### src/rtl/ebus_xfer.sv
// EBUS transfer sequencer: runs one CONO/CONI/DATAO/DATAI against NDEV devices.
// Latency: SETUP_CYC setup + demand wait + release wait + 1 finish cycle; illegal func completes in 1 cycle.
// Backpressure: req is ignored while busy; the device side paces the bus through devXfer, bounded by TMO.
module ebus_xfer #(
    parameter int NDEV      = 8,
    parameter int DW        = 36,
    parameter int DEVW      = 7,
    parameter int SETUP_CYC = 1,
    parameter int TMO       = 255
) (
    input  logic                 clk60,
    input  logic                 CROBAR_N,
    input  logic                 req,
    input  logic [2:0]           func,
    input  logic [DEVW-1:0]      devCode,
    input  logic [DW-1:0]        wdata,
    input  logic                 abort,
    output logic                 busy,
    output logic                 done,
    output logic [DW-1:0]        rdata,
    output logic                 errTimeout,
    output logic                 errConflict,
    output logic                 errAbort,
    output logic                 errIllegal,
    output logic [DEVW-1:0]      ebusCS,
    output logic [2:0]           ebusFunc,
    output logic                 ebusDemand,
    output logic [DW-1:0]        ebusDataOut,
    output logic                 ebusDataOutEn,
    input  logic [NDEV-1:0]      devXfer,
    input  logic [NDEV*DW-1:0]   devData
);

    localparam int CW = $clog2(TMO + 1);
    localparam logic [CW-1:0] TMO_C    = CW'(TMO);
    localparam logic [CW-1:0] TMO_M1   = CW'(TMO - 1);
    localparam logic [3:0]    SETUP_M1 = 4'(SETUP_CYC - 1);

    localparam logic [2:0] S_IDLE    = 3'd0;
    localparam logic [2:0] S_SETUP   = 3'd1;
    localparam logic [2:0] S_DEMAND  = 3'd2;
    localparam logic [2:0] S_RELEASE = 3'd3;
    localparam logic [2:0] S_FINISH  = 3'd4;

    logic [2:0]      state_q, state_d;
    logic [2:0]      func_q, func_d;
    logic [DEVW-1:0] dev_q, dev_d;
    logic [DW-1:0]   wdata_q, wdata_d;
    logic [DW-1:0]   rdata_q, rdata_d;
    logic [CW-1:0]   cnt_q, cnt_d;
    logic [3:0]      scnt_q, scnt_d;
    logic            err_tmo_q, err_tmo_d;
    logic            err_cfl_q, err_cfl_d;
    logic            err_abt_q, err_abt_d;
    logic            err_ill_q, err_ill_d;

    logic [DW-1:0]   rd_or;
    logic            xfer_any;
    logic            xfer_multi;
    logic [CW-1:0]   cnt_inc;
    logic            on_bus;

    assign xfer_any   = |devXfer;
    // Clearing the lowest set bit leaves something only if two or more devices answered.
    assign xfer_multi = |(devXfer & (devXfer - NDEV'(1)));
    // Wait counter saturates at TMO instead of wrapping.
    assign cnt_inc    = (cnt_q == TMO_C) ? cnt_q : cnt_q + CW'(1);

    // Wired-OR of the read data of every device currently acknowledging.
    always_comb begin
        rd_or = '0;
        for (int i = 0; i < NDEV; i++) begin
            if (devXfer[i]) begin
                rd_or = rd_or | devData[i*DW +: DW];
            end
        end
    end

    // Sequencer next-state, request latching, read capture and status flags.
    always_comb begin
        state_d   = state_q;
        func_d    = func_q;
        dev_d     = dev_q;
        wdata_d   = wdata_q;
        rdata_d   = rdata_q;
        cnt_d     = cnt_q;
        scnt_d    = scnt_q;
        err_tmo_d = err_tmo_q;
        err_cfl_d = err_cfl_q;
        err_abt_d = err_abt_q;
        err_ill_d = err_ill_q;
        case (state_q)
            S_IDLE: begin
                if (req) begin
                    err_tmo_d = 1'b0;
                    err_cfl_d = 1'b0;
                    err_abt_d = 1'b0;
                    if (!func[2]) begin
                        func_d    = func;
                        dev_d     = devCode;
                        wdata_d   = wdata;
                        scnt_d    = '0;
                        err_ill_d = 1'b0;
                        state_d   = S_SETUP;
                    end else begin
                        // Reserved function: report it without touching the bus.
                        err_ill_d = 1'b1;
                        state_d   = S_FINISH;
                    end
                end
            end
            S_SETUP: begin
                if (abort) begin
                    err_abt_d = 1'b1;
                    cnt_d     = '0;
                    state_d   = S_RELEASE;
                end else if (scnt_q >= SETUP_M1) begin
                    cnt_d   = '0;
                    state_d = S_DEMAND;
                end else begin
                    scnt_d = scnt_q + 4'd1;
                end
            end
            S_DEMAND: begin
                if (xfer_any) begin
                    // A responding device beats a coincident timeout; abort is still recorded.
                    if (func_q[0]) begin
                        rdata_d = rd_or;
                    end
                    err_cfl_d = xfer_multi;
                    if (abort) begin
                        err_abt_d = 1'b1;
                    end
                    cnt_d   = '0;
                    state_d = S_RELEASE;
                end else if (abort) begin
                    err_abt_d = 1'b1;
                    cnt_d     = '0;
                    state_d   = S_RELEASE;
                end else if (cnt_q >= TMO_M1) begin
                    err_tmo_d = 1'b1;
                    cnt_d     = '0;
                    state_d   = S_RELEASE;
                end else begin
                    cnt_d = cnt_inc;
                end
            end
            S_RELEASE: begin
                if (!xfer_any) begin
                    state_d = S_FINISH;
                end else if (cnt_q >= TMO_M1) begin
                    err_tmo_d = 1'b1;
                    state_d   = S_FINISH;
                end else begin
                    cnt_d = cnt_inc;
                end
            end
            S_FINISH: begin
                state_d = S_IDLE;
            end
            default: begin
                state_d = S_IDLE;
            end
        endcase
    end

    // State registers; reset drops any in-flight transfer silently.
    always_ff @(posedge clk60 or negedge CROBAR_N) begin
        if (!CROBAR_N) begin
            state_q   <= S_IDLE;
            func_q    <= '0;
            dev_q     <= '0;
            wdata_q   <= '0;
            rdata_q   <= '0;
            cnt_q     <= '0;
            scnt_q    <= '0;
            err_tmo_q <= 1'b0;
            err_cfl_q <= 1'b0;
            err_abt_q <= 1'b0;
            err_ill_q <= 1'b0;
        end else begin
            state_q   <= state_d;
            func_q    <= func_d;
            dev_q     <= dev_d;
            wdata_q   <= wdata_d;
            rdata_q   <= rdata_d;
            cnt_q     <= cnt_d;
            scnt_q    <= scnt_d;
            err_tmo_q <= err_tmo_d;
            err_cfl_q <= err_cfl_d;
            err_abt_q <= err_abt_d;
            err_ill_q <= err_ill_d;
        end
    end

    // Bus outputs decode straight from state so reset clears them without waiting for a clock.
    assign on_bus        = (state_q == S_SETUP) || (state_q == S_DEMAND) || (state_q == S_RELEASE);
    assign ebusCS        = on_bus ? dev_q : '0;
    assign ebusFunc      = on_bus ? func_q : 3'd0;
    assign ebusDemand    = (state_q == S_DEMAND);
    assign ebusDataOutEn = on_bus && !func_q[0];
    assign ebusDataOut   = ebusDataOutEn ? wdata_q : '0;
    assign busy          = (state_q != S_IDLE);
    assign done          = (state_q == S_FINISH);
    assign rdata         = rdata_q;
    assign errTimeout    = err_tmo_q;
    assign errConflict   = err_cfl_q;
    assign errAbort      = err_abt_q;
    assign errIllegal    = err_ill_q;

endmodule

### config.mk
export PLATFORM = sky130hd
export DESIGN_NAME = ebus_xfer
export DESIGN_NICKNAME = d
export VERILOG_FILES = /design/src/rtl/ebus_xfer.sv
export SDC_FILE = /design/constraint.sdc
export NUM_CORES = 1
export LEC_CHECK = 0
export BUFFER_PORTS_ARGS = -buffer_cell sky130_fd_sc_hd__buf_4
export CAP_MARGIN = 30
export CELL_PAD_IN_SITES_DETAIL_PLACEMENT = 0
export CELL_PAD_IN_SITES_GLOBAL_PLACEMENT = 2
export CORE_MARGIN = 4
export CORE_UTILIZATION = 20
export DETAILED_ROUTE_END_ITERATION = 10
export PLACE_DENSITY = 0.8
export SLEW_MARGIN = 20
export SYNTH_ARGS = -nofsm -noshare
export SYNTH_HDL_FRONTEND = slang
export SYNTH_SLANG_ARGS = --single-unit
### constraint.sdc
create_clock -name clk60 -period 1.5 [get_ports clk60]
set_input_delay 0.375 -clock clk60 [delete_from_list [all_inputs] [get_ports clk60]]
set_output_delay 0.375 -clock clk60 [all_outputs]
set_load 0.02 [all_outputs]
==> results.py, run 1 <==
metrics = {
    "finish": {
        "drive_gt1_share_pct": 67.4,
        "syn_to_final_growth_pct": 110,
        "nets": 1422,
    },
    "yosys": {
        "ys_types": 49,
        "synthCells": 554,
        "synth-seq-cells": 96,
        "synth_top_area_share_pct": 41.5,
        "synth_xor_area_share_pct": 0.151,
        "synth_area_leader_cell": "dfrtp_1",
        "synthTopCellsByArea": "dfrtp_1 (42%), a22oi_1 (9.3%), mux2_2 (5.8%)",
        "syn_nets": 902,
        "synth-edff-count": 0,
        "syn_avg_cell_area_um2": 10.4,
        "ys_seq_area_share_pct": 41.5,
        "synth_most_common_cell": "dfrtp_1",
        "ys_top_cells_by_count": "dfrtp_1 (96), a22oi_1 (72), and2_1 (45), a31oi_1 (38)",
        "async_reset_ff_share_pct": 100,
        "synth-simple-area-share_pct": 9.87,
        "syn_area_mm2": 0.00578,
        "synth-compound-area-share_pct": 33.3,
        "post_synth_fa_ha_maj_area_fraction_pct": 0.779,
        "synthFlopType": "dfrtp_1",
        "synth_top_family_by_area": "compound AO/OA/AOI/OAI gates",
        "yosysWarnings": 0,
        "yosys-mux-area-fraction_pct": 9.13,
    },
    "clock_network": {
        "clock-sinks": 96,
        "clk_pin_slew_worst_paths_ps": 80,
        "cts-root-buf": "clkbuf_16",
        "cts_buffers": 9,
        "clk_latency_ps": 350,
        "cts_tree": "built",
        "clk_path_buf_depth": 2,
        "cts_max_level": 3,
    },
    "placed_design": {
        "place_congestion": 0.871,
        "port_buffers": 434,
        "place_hpwl_um": 25500,
    },
    "power_and_ir_drop": {
        "p_total_uw": 19100,
        "power_density_mw_per_mm2": 1570,
        "p_leak_uw": 0.00582,
        "ir_drop_mv": 0.547,
    },
    "timing": {
        "period_share_pct": 131,
        "rsz0062_at_grt": "yes",
        "relSlewSlack_pct": 58.6,
        "worst_pin_slew_ps": 621,
        "hold_viol_final": 0,
        "post-route-min-period_ps": 1960,
        "whs_ps": 249,
        "setup_viol_count_final": 140,
        "drv_slew": 0,
        "finClkSkew_ps": 14.4,
        "fmax_ghz": 0.510,
        "fin_ws_ps": -461,
    },
    "status": {
        "violations": "setup timing",
        "status": "complete, but fails checks",
    },
    "global_routing": {
        "grtUsageTotal_pct": 20.7,
        "grt_start_max_net_pins": 49,
        "grt_remaining_overflow": 0,
        "grt_pass1_wl_um": 48600,
        "antenna_found_initial": 4,
        "grt_pass1_vias": 7353,
    },
    "min_path": {
        "holdPathStages": 2,
        "min_from": "func[0]",
        "holdCritPathClass": "in -> reg",
        "hold_end": "func_q[0]",
    },
    "job": {
        "drv_cap": 0,
    },
    "drt": {
        "vias": 7195,
        "firstDrtPassIters": 5,
        "drtIter0Drc": 421,
        "drc": 0,
        "wl_per_cell_um": 24.1,
        "drt_wl_total_um": 35200,
        "viasPerCell": 4.92,
        "drtAntennaViolNets": 0,
    },
    "floorplan": {
        "coreArea_mm2": 0.0282,
        "initial_core_util_pct": 20.5,
        "rows": 61,
        "ioPinCount": 436,
        "die_w_um": 178,
        "dieHeight_um": 178,
        "die_area_mm2": 0.0317,
    },
    "critical_path": {
        "r2r_start": "state_q[0]",
        "r2r_slack_ps": -350,
        "cp.arrival_ps": 1590,
        "r2r_end": "wdata_q[23]",
        "crit_type": "reg -> out",
        "crit_path_start_kind": "flop",
        "critPathRequiredTime_ps": 1120,
        "crit_path_end_kind": "primary output",
        "reg2regPathDepth": 9,
        "cp_max_fo": 5,
    },
}
repair_timing:
action	4_1_cts	5_1_grt
pin swaps	21	31
gates cloned	18	0
setup endpoints to repair	136	141
hold buffers	1	0
hold endpoints to repair	17	0
resized for setup	124	98
buffers inserted	26	8
through the flow:
stage / worst slack [ps] / std cells / setup TNS [ps] / util (%) / area [um^2]
global route: -556 / 1461 / -53680 / 43.0 / 12100
global placement: -413 / 1395 / -22150 / 35.6 / 10000
CTS: -490 / 1455 / -48680 / 41.4 / 11700
floorplan: -137 / 554 / -6950 / - / 5920
finish: -461 / 1461 / -42140 / 43.0 / 12100
detailed placement: -394 / 1395 / -23060 / 35.6 / 10000
logic make-up after synthesis:
group	count (synthesis)
AOI/OAI and AO/OA	253
DFF	96
and+or+nand+nor	91
buffers and inverters	61
muxes	47
adders and majority gates	4
other	1
xor gates and xnor gates	1
sequential cells by signal (all words and copies together) (netlist names):
register     flops
rdata           36
wdata_q         36
cnt_q            8
dev_q            7
state_q          3
func_q           2
errAbort         1
errConflict      1
errIllegal       1
errTimeout       1
critical path, cell delays in order (launching register included):
cell and delay (ps):
dfrtp_2 450, nor3_4 200, buf_6 190, buf_12 130, and2_4 150, buf_6 110
metal layers:
layer | wire [um] | part of all wire (%) | track usage (%)
met3 | 2790 | 7.9 | 4.66
met4 | 868 | 2.5 | 5.58
met1 | 13700 | 39 | 25.3
met5 | 0 | 0 | 0
met2 | 17900 | 51 | 36.6
area by class of cell:
type / instances / area [um^2]
Antenna cell: 4 / 10.0
Clock buffer: 10 / 239
Clock inverter: 6 / 57.6
Fill cell: 2716 / 16000
Inverter: 10 / 37.5
Multi-Input combinational cell: 399 / 4030
Sequential cell: 96 / 2400
Tap cell: 378 / 473
Timing Repair Buffer: 558 / 4870
report_power, final:
part	switching, uW	leakage, uW	internal (uW)
Combinational	5480	0.00450	6650
Clock	1160	0.000148	1220
Sequential	761	0.00117	3810
how the worst max path moves through the flow:
stage / slack, ps / start / endpoint
after floorplan: -140 / state_q[0] / wdata_q[20]
after global placement: -410 / devXfer[6] / cnt_q[0]
after detailed placement: -390 / devXfer[0] / cnt_q[0]
after CTS: -490 / state_q[1] / ebusDataOut[5]
after global routing: -560 / func_q[0] / ebusDataOut[1]
final: -460 / state_q[2] / ebusDataOut[29]
cell usage in the layout (no fill, tap or decap), types with 3 or more instances in the layout:
cell type,count
nand3_1,4
nor2_4,5
a31oi_1,5
diode_2,4
clkbuf_16,9
inv_1,7
buf_4,476
a21o_1,36
a221oi_1,37
nor2_1,5
and2_4,40
a21oi_1,6
a22oi_1,72
nor3_1,3
nand2_1,7
o211ai_1,5
buf_6,50
dfrtp_1,95
and3_1,4
mux2_4,45
o21ai_0,6
and2_1,5
buf_16,15
a31oi_4,33
nand2_2,3
inv_2,3
nor3_4,3
buf_12,14
nand4_1,3
a22o_1,37
Power figures use the tool's default switching activity.
==> inputs of run 2 (changes only) <==
- BUFFER_PORTS_ARGS: -buffer_cell sky130_fd_sc_hd__buf_4 -> unset
- CORE_AREA: unset -> 4 4 169 171
- CORE_MARGIN: 4 -> unset
- CORE_UTILIZATION: 20 -> unset
- DIE_AREA: unset -> 0 0 173 175
- DONT_BUFFER_PORTS: unset -> 1
- PLACE_DENSITY: 0.8 -> 0.58
==> run 2 against run 1 <==
Against the previous run:
- the flow finishes with violations (hold timing, setup timing)
- hold slack worse by 540 ps
- die area down 4.5%
- critical path depth is the same
- combinational power is 34% lower
- sequential share of layout area grew 9.2 points
- wire length shrank 11%
- clock skew rose by 2.2 ps
- non-clock buffer count decreased by 459
- final cell count is 34% lower
- setup slack improved by 74 ps
==> results.py, run 2 (synthesis gave the netlist of run 1 again) <==
metrics = {
    "status": {
        "status": "complete, but fails checks",
        "violations": "hold timing, setup timing",
    },
    "drt": {
        "drtAntennaViolNets": 0,
        "vias": 5590,
        "drtIter0Drc": 440,
        "viasPerCell": 5.80,
        "wl_per_cell_um": 32.6,
        "drc": 0,
        "firstDrtPassIters": 5,
        "drt_wl_total_um": 31400,
    },
    "global_routing": {
        "grt_pass1_wl_um": 43200,
        "antenna_found_initial": 2,
        "grt_pass1_vias": 5794,
        "grtUsageTotal_pct": 19.0,
        "grt_remaining_overflow": 0,
        "grt_start_max_net_pins": 97,
    },
    "placed_design": {
        "placed_area_mm2": 0.00648,
        "place_hpwl_um": 22300,
        "place_congestion": 0.998,
        "port_buffers": 0,
        "dp.cells": 897,
    },
    "min_path": {
        "holdCritPathClass": "in -> async",
    },
    "clock_network": {
        "clk_path_buf_depth": 2,
        "cts-root-buf": "clkbuf_16",
        "clock-sinks": 96,
        "clk_pin_slew_worst_paths_ps": 70,
        "cts_buffers": 9,
        "cts_tree": "built",
        "clk_latency_ps": 360,
        "cts_max_level": 3,
    },
    "timing": {
        "fmax_ghz": 0.530,
        "whs_ps": -288,
        "rsz0062_at_grt": "yes",
        "tns_ps": -42120,
        "relSlewSlack_pct": 54.4,
        "period_share_pct": 126,
        "setup_viol_count_final": 141,
        "fin_ws_ps": -387,
        "drv_slew": 0,
        "post-route-min-period_ps": 1890,
        "hold_viol_final": 96,
        "worst_pin_slew_ps": 684,
        "finClkSkew_ps": 16.5,
    },
    "floorplan": {
        "dieHeight_um": 175,
        "coreArea_mm2": 0.0269,
        "rows": 60,
        "die_area_mm2": 0.0303,
        "die_w_um": 173,
        "ioPinCount": 436,
        "initial_core_util_pct": 21.5,
    },
    "finish": {
        "n_fill_cell": 2712,
        "multi_input_area_mm2": 0.00389,
        "ff_latch_area_mm2": 0.00240,
        "layout_common_cells": "dfrtp_1 (94), a22oi_1 (72), buf_4 (51)",
        "final_cells": 963,
        "syn_to_final_growth_pct": 43.4,
        "nets": 962,
        "post-route-cell-area_mm2": 0.00829,
        "drive_gt1_share_pct": 43.0,
        "layout_commonest_cell": "dfrtp_1",
        "utilization_pct": 30.9,
    },
    "power_and_ir_drop": {
        "p_sw_share_pct": 40.4,
        "p_leak_uw": 0.00352,
        "power_density_mw_per_mm2": 1930,
        "combPwrFrac_pct": 49.7,
        "p_int_uw": 9540,
        "p_seq_share_pct": 34.8,
        "pwr-share-clk_pct": 15.5,
        "ir_drop_mv": 0.482,
        "p_switching_uw": 6480,
    },
    "critical_path": {
        "crit_path_start_kind": "flop",
        "r2r_slack_ps": -360,
        "crit_type": "reg -> out",
        "crit_path_end_kind": "primary output",
        "cp.arrival_ps": 1510,
        "critPathRequiredTime_ps": 1120,
        "cp_max_fo": 9,
    },
    "job": {
        "drv_cap": 0,
    },
}
## run 2: cell types whose count changed in the layout (fill, tap and decap cells not counted), moves of 3 or more
cell	delta
a31oi_1	+8
a31oi_4	-9
and2_1	-5
and2_4	+5
buf_16	-9
buf_4	-425
buf_6	-30
buf_8	+3
clkbuf_16	+4
## run 2: cell type report
cell class	instances	area share, %
antenna	3	0.0905
timing repair buffer	99	14.7
clock buffer	9	2.72
inverter	10	0.483
tap	341	5.14
multi-input combinational	398	46.9
sequential	96	29.0
clock inverter	7	0.951
## run 2: final timing paths
path | cells after the start | to | startpoint
max | 5 | ebusDataOut[34] | state_q[2]
min in group clk60 | 1 | wdata_q[11] | wdata[11]
max in group asynchronous | 0 | wdata_q[15] | CROBAR_N
min | 0 | wdata_q[32] | CROBAR_N
min reg2reg | 1 | wdata_q[16] | wdata_q[16]
max reg2reg | 9 | wdata_q[25] | state_q[0]
## run 2: what timing repair did
action / CTS / global route
hold endpoints to repair: 96 / 96
buffers inserted: 24 / 12
pin swaps: 38 / 12
cloned: 11 / 5
gates resized for setup: 130 / 62
setup endpoints to repair: 140 / 143
## run 2: power by group through the flow
stage                     sequential (uW)  combinational, uW  clock, uW
final                                5580               7960       2490
after detailed placement             5560               5200          0
after CTS                            5540               7200       2590
after global routing                 5690               8430       2700
after floorplan                      5050               4230          0
after global placement               5560               5080          0
## run 2: routing by layer
layer | up-vias | routed length (um) | global-route usage (%)
met5 | - | 0 | 0
met1 | 2862 | 11800 | 21.7
li1 | 2333 | - | -
met4 | 0 | 593 | 3.99
met2 | 363 | 16100 | 33.6
met3 | 32 | 2940 | 7.49
## run 2: critical path: stages, from the launching register on
cell and delay (ps):
dfrtp_1 400, buf_6 130, nor3_4 140, buf_12 160, clkbuf_16 160, and2_4 170
## run 2: through the flow
step / setup slack, ps / power (uW)
final: -387 / 16000
after global routing: -461 / 16800
after CTS: -411 / 15300
after detailed placement: -254 / 10800
after global placement: -225 / 10600
after floorplan: -137 / 9280
==> inputs of run 3 (changes only) <==
- PLACE_DENSITY: 0.58 -> 0.54
- clock period: 1.5 -> 1.6 ns (I/O delays scaled with it)
==> run 3 against run 2 <==
Against the previous run:
- the flow still finishes with violations (hold timing, setup timing)
- critical path depth did not move
- sequential share of layout area up 1.6 points
- first-iteration DRC count is 16% lower
- hold slack better by 33 ps
==> results.py, run 3 (synthesis gave the netlist of run 1 again) <==
metrics = {
    "global_routing": {
        "grt_start_max_net_pins": 97,
        "grt_pass1_vias": 5574,
        "grt_remaining_overflow": 0,
        "antenna_found_initial": 4,
        "grt_pass1_wl_um": 38700,
        "grtUsageTotal_pct": 16.6,
    },
    "clock_network": {
        "clock-sinks": 96,
        "cts_max_level": 3,
        "clk_pin_slew_worst_paths_ps": 90,
        "cts-root-buf": "clkbuf_16",
        "cts_tree": "built",
        "clk_path_buf_depth": 2,
        "clk_latency_ps": 350,
        "cts_buffers": 9,
    },
    "drt": {
        "vias": 5522,
        "wl_per_cell_um": 30.0,
        "drc": 0,
        "drtAntennaViolNets": 0,
        "drtIter0Drc": 370,
        "viasPerCell": 5.87,
        "drt_wl_total_um": 28300,
        "firstDrtPassIters": 6,
    },
    "critical_path": {
        "slowest_delay_ps": 420,
        "cp_max_fo": 9,
        "critPathSlowestCell": "dfrtp_2",
        "crit_path_start_kind": "flop",
        "crit_path_end_kind": "primary output",
        "cp.depth": 5,
        "r2r_end": "rdata[17]",
        "r2r_start": "state_q[2]",
        "worstPathCellList": "nor2_4, nor3_4, buf_12, buf_8, and2_4",
        "path_delay_family": "simple AND/OR/NAND/NOR gates",
        "critPathRequiredTime_ps": 1200,
        "r2r_slack_ps": -190,
        "crit_buf_inv": 2,
        "crit_type": "reg -> out",
        "reg2regPathDepth": 9,
        "cp.arrival_ps": 1500,
    },
    "min_path": {
        "holdCritPathClass": "in -> async",
    },
    "floorplan": {
        "die_area_mm2": 0.0303,
        "dieHeight_um": 175,
        "ioPinCount": 436,
        "rows": 60,
        "initial_core_util_pct": 21.5,
        "die_w_um": 173,
        "coreArea_mm2": 0.0269,
    },
    "finish": {
        "diodes": 0,
        "layout_commonest_cell": "dfrtp_1",
        "multi_input_area_mm2": 0.00373,
        "final_cells": 941,
        "n_fill_cell": 2807,
        "ff_latch_area_mm2": 0.00241,
        "layout_common_cells": "dfrtp_1 (93), a22oi_1 (72), and2_4 (45), mux2_4 (45), buf_4 (39)",
        "drive_gt1_share_pct": 41.3,
        "nets": 943,
        "syn_to_final_growth_pct": 36.0,
    },
    "timing": {
        "finClkSkew_ps": 11.7,
        "worst_pin_slew_ps": 533,
        "drv_slew": 0,
        "hold_viol_final": 96,
        "setup_viol_count_final": 140,
        "tns_ps": -23550,
        "fmax_ghz": 0.526,
        "whs_ps": -255,
        "relSlewSlack_pct": 64.4,
        "period_share_pct": 119,
        "fin_ws_ps": -303,
        "post-route-min-period_ps": 1900,
        "rsz0062_at_grt": "yes",
    },
    "power_and_ir_drop": {
        "p_leak_uw": 0.00338,
        "ir_drop_mv": 0.695,
        "power_density_mw_per_mm2": 1820,
        "p_total_uw": 14300,
    },
    "placed_design": {
        "port_buffers": 0,
        "place_hpwl_um": 19600,
        "place_congestion": 0.883,
        "dp.cells": 883,
    },
    "status": {
        "violations": "hold timing, setup timing",
        "status": "complete, but fails checks",
    },
    "job": {
        "drv_cap": 0,
    },
}
-- run 3: cell types whose count changed in the layout (fill, tap and decap cells not counted), sizes merged --
cell | before | now
clkbuf | 13 | 14
diode | 3 | 0
bufbuf | 1 | 0
inv | 12 | 13
bufinv | 1 | 0
clkinv | 2 | 4
buf | 94 | 75
clkinvlp | 2 | 0
-- run 3: where the power goes --
group | switching [uW] | internal, uW
Combinational | 3140 | 3770
Sequential | 1580 | 3570
Clock | 1140 | 1120
Total | 5850 | 8460
-- run 3: worst max-delay path by stage --
stage	slack, ps	start	endpoint
global placement	-90	devXfer[6]	cnt_q[0]
global route	-360	state_q[1]	ebusDataOut[33]
CTS	-280	state_q[2]	ebusDataOut[16]
detailed placement	-110	devXfer[4]	cnt_q[4]
floorplan	-40	devXfer[4]	cnt_q[5]
finish	-300	state_q[1]	ebusDataOut[33]
-- run 3: per-stage QoR --
| step | setup WS (ps) | utilization, % | cell area [um^2] | hold WS, ps |
|---|---|---|---|---|
| 6_report | -303 | 29.3 | 7870 | -255 |
| 5_1_grt | -362 | 29.3 | 7870 | -292 |
| 3_3_place_gp | -91.9 | 23.7 | 6360 | 111 |
| 4_1_cts | -279 | 27.3 | 7340 | -280 |
| 2_1_floorplan | -39.3 | - | 5870 | 104 |
| 3_5_place_dp | -106 | 23.7 | 6360 | 109 |
-- run 3: routing by layer --
| layer | wire length [um] | global-route usage (%) | up-vias |
|---|---|---|---|
| li1 | - | - | 2282 |
| met1 | 10700 | 20.3 | 2842 |
| met2 | 14300 | 28.4 | 364 |
| met3 | 2710 | 5.58 | 30 |
| met4 | 442 | 3.69 | 4 |
| met5 | 34 | 0 | - |
-- run 3: cell type report --
| cell class | instances | area share (%) |
|---|---|---|
| multi-input cells | 398 | 47.4 |
| flip-flops and latches | 96 | 30.6 |
| repair buffers | 80 | 12.2 |
| well taps | 341 | 5.42 |
| clock buffers | 9 | 2.86 |
| clock inverters | 7 | 1.07 |
| inverters | 10 | 0.477 |
-- run 3: repair_timing --
item	in CTS	in global routing
buffers inserted	19	16
cloned	8	8
pin swaps	7	29
resized for setup	89	106
setup endpoints to repair	90	139
hold endpoints to repair	96	96
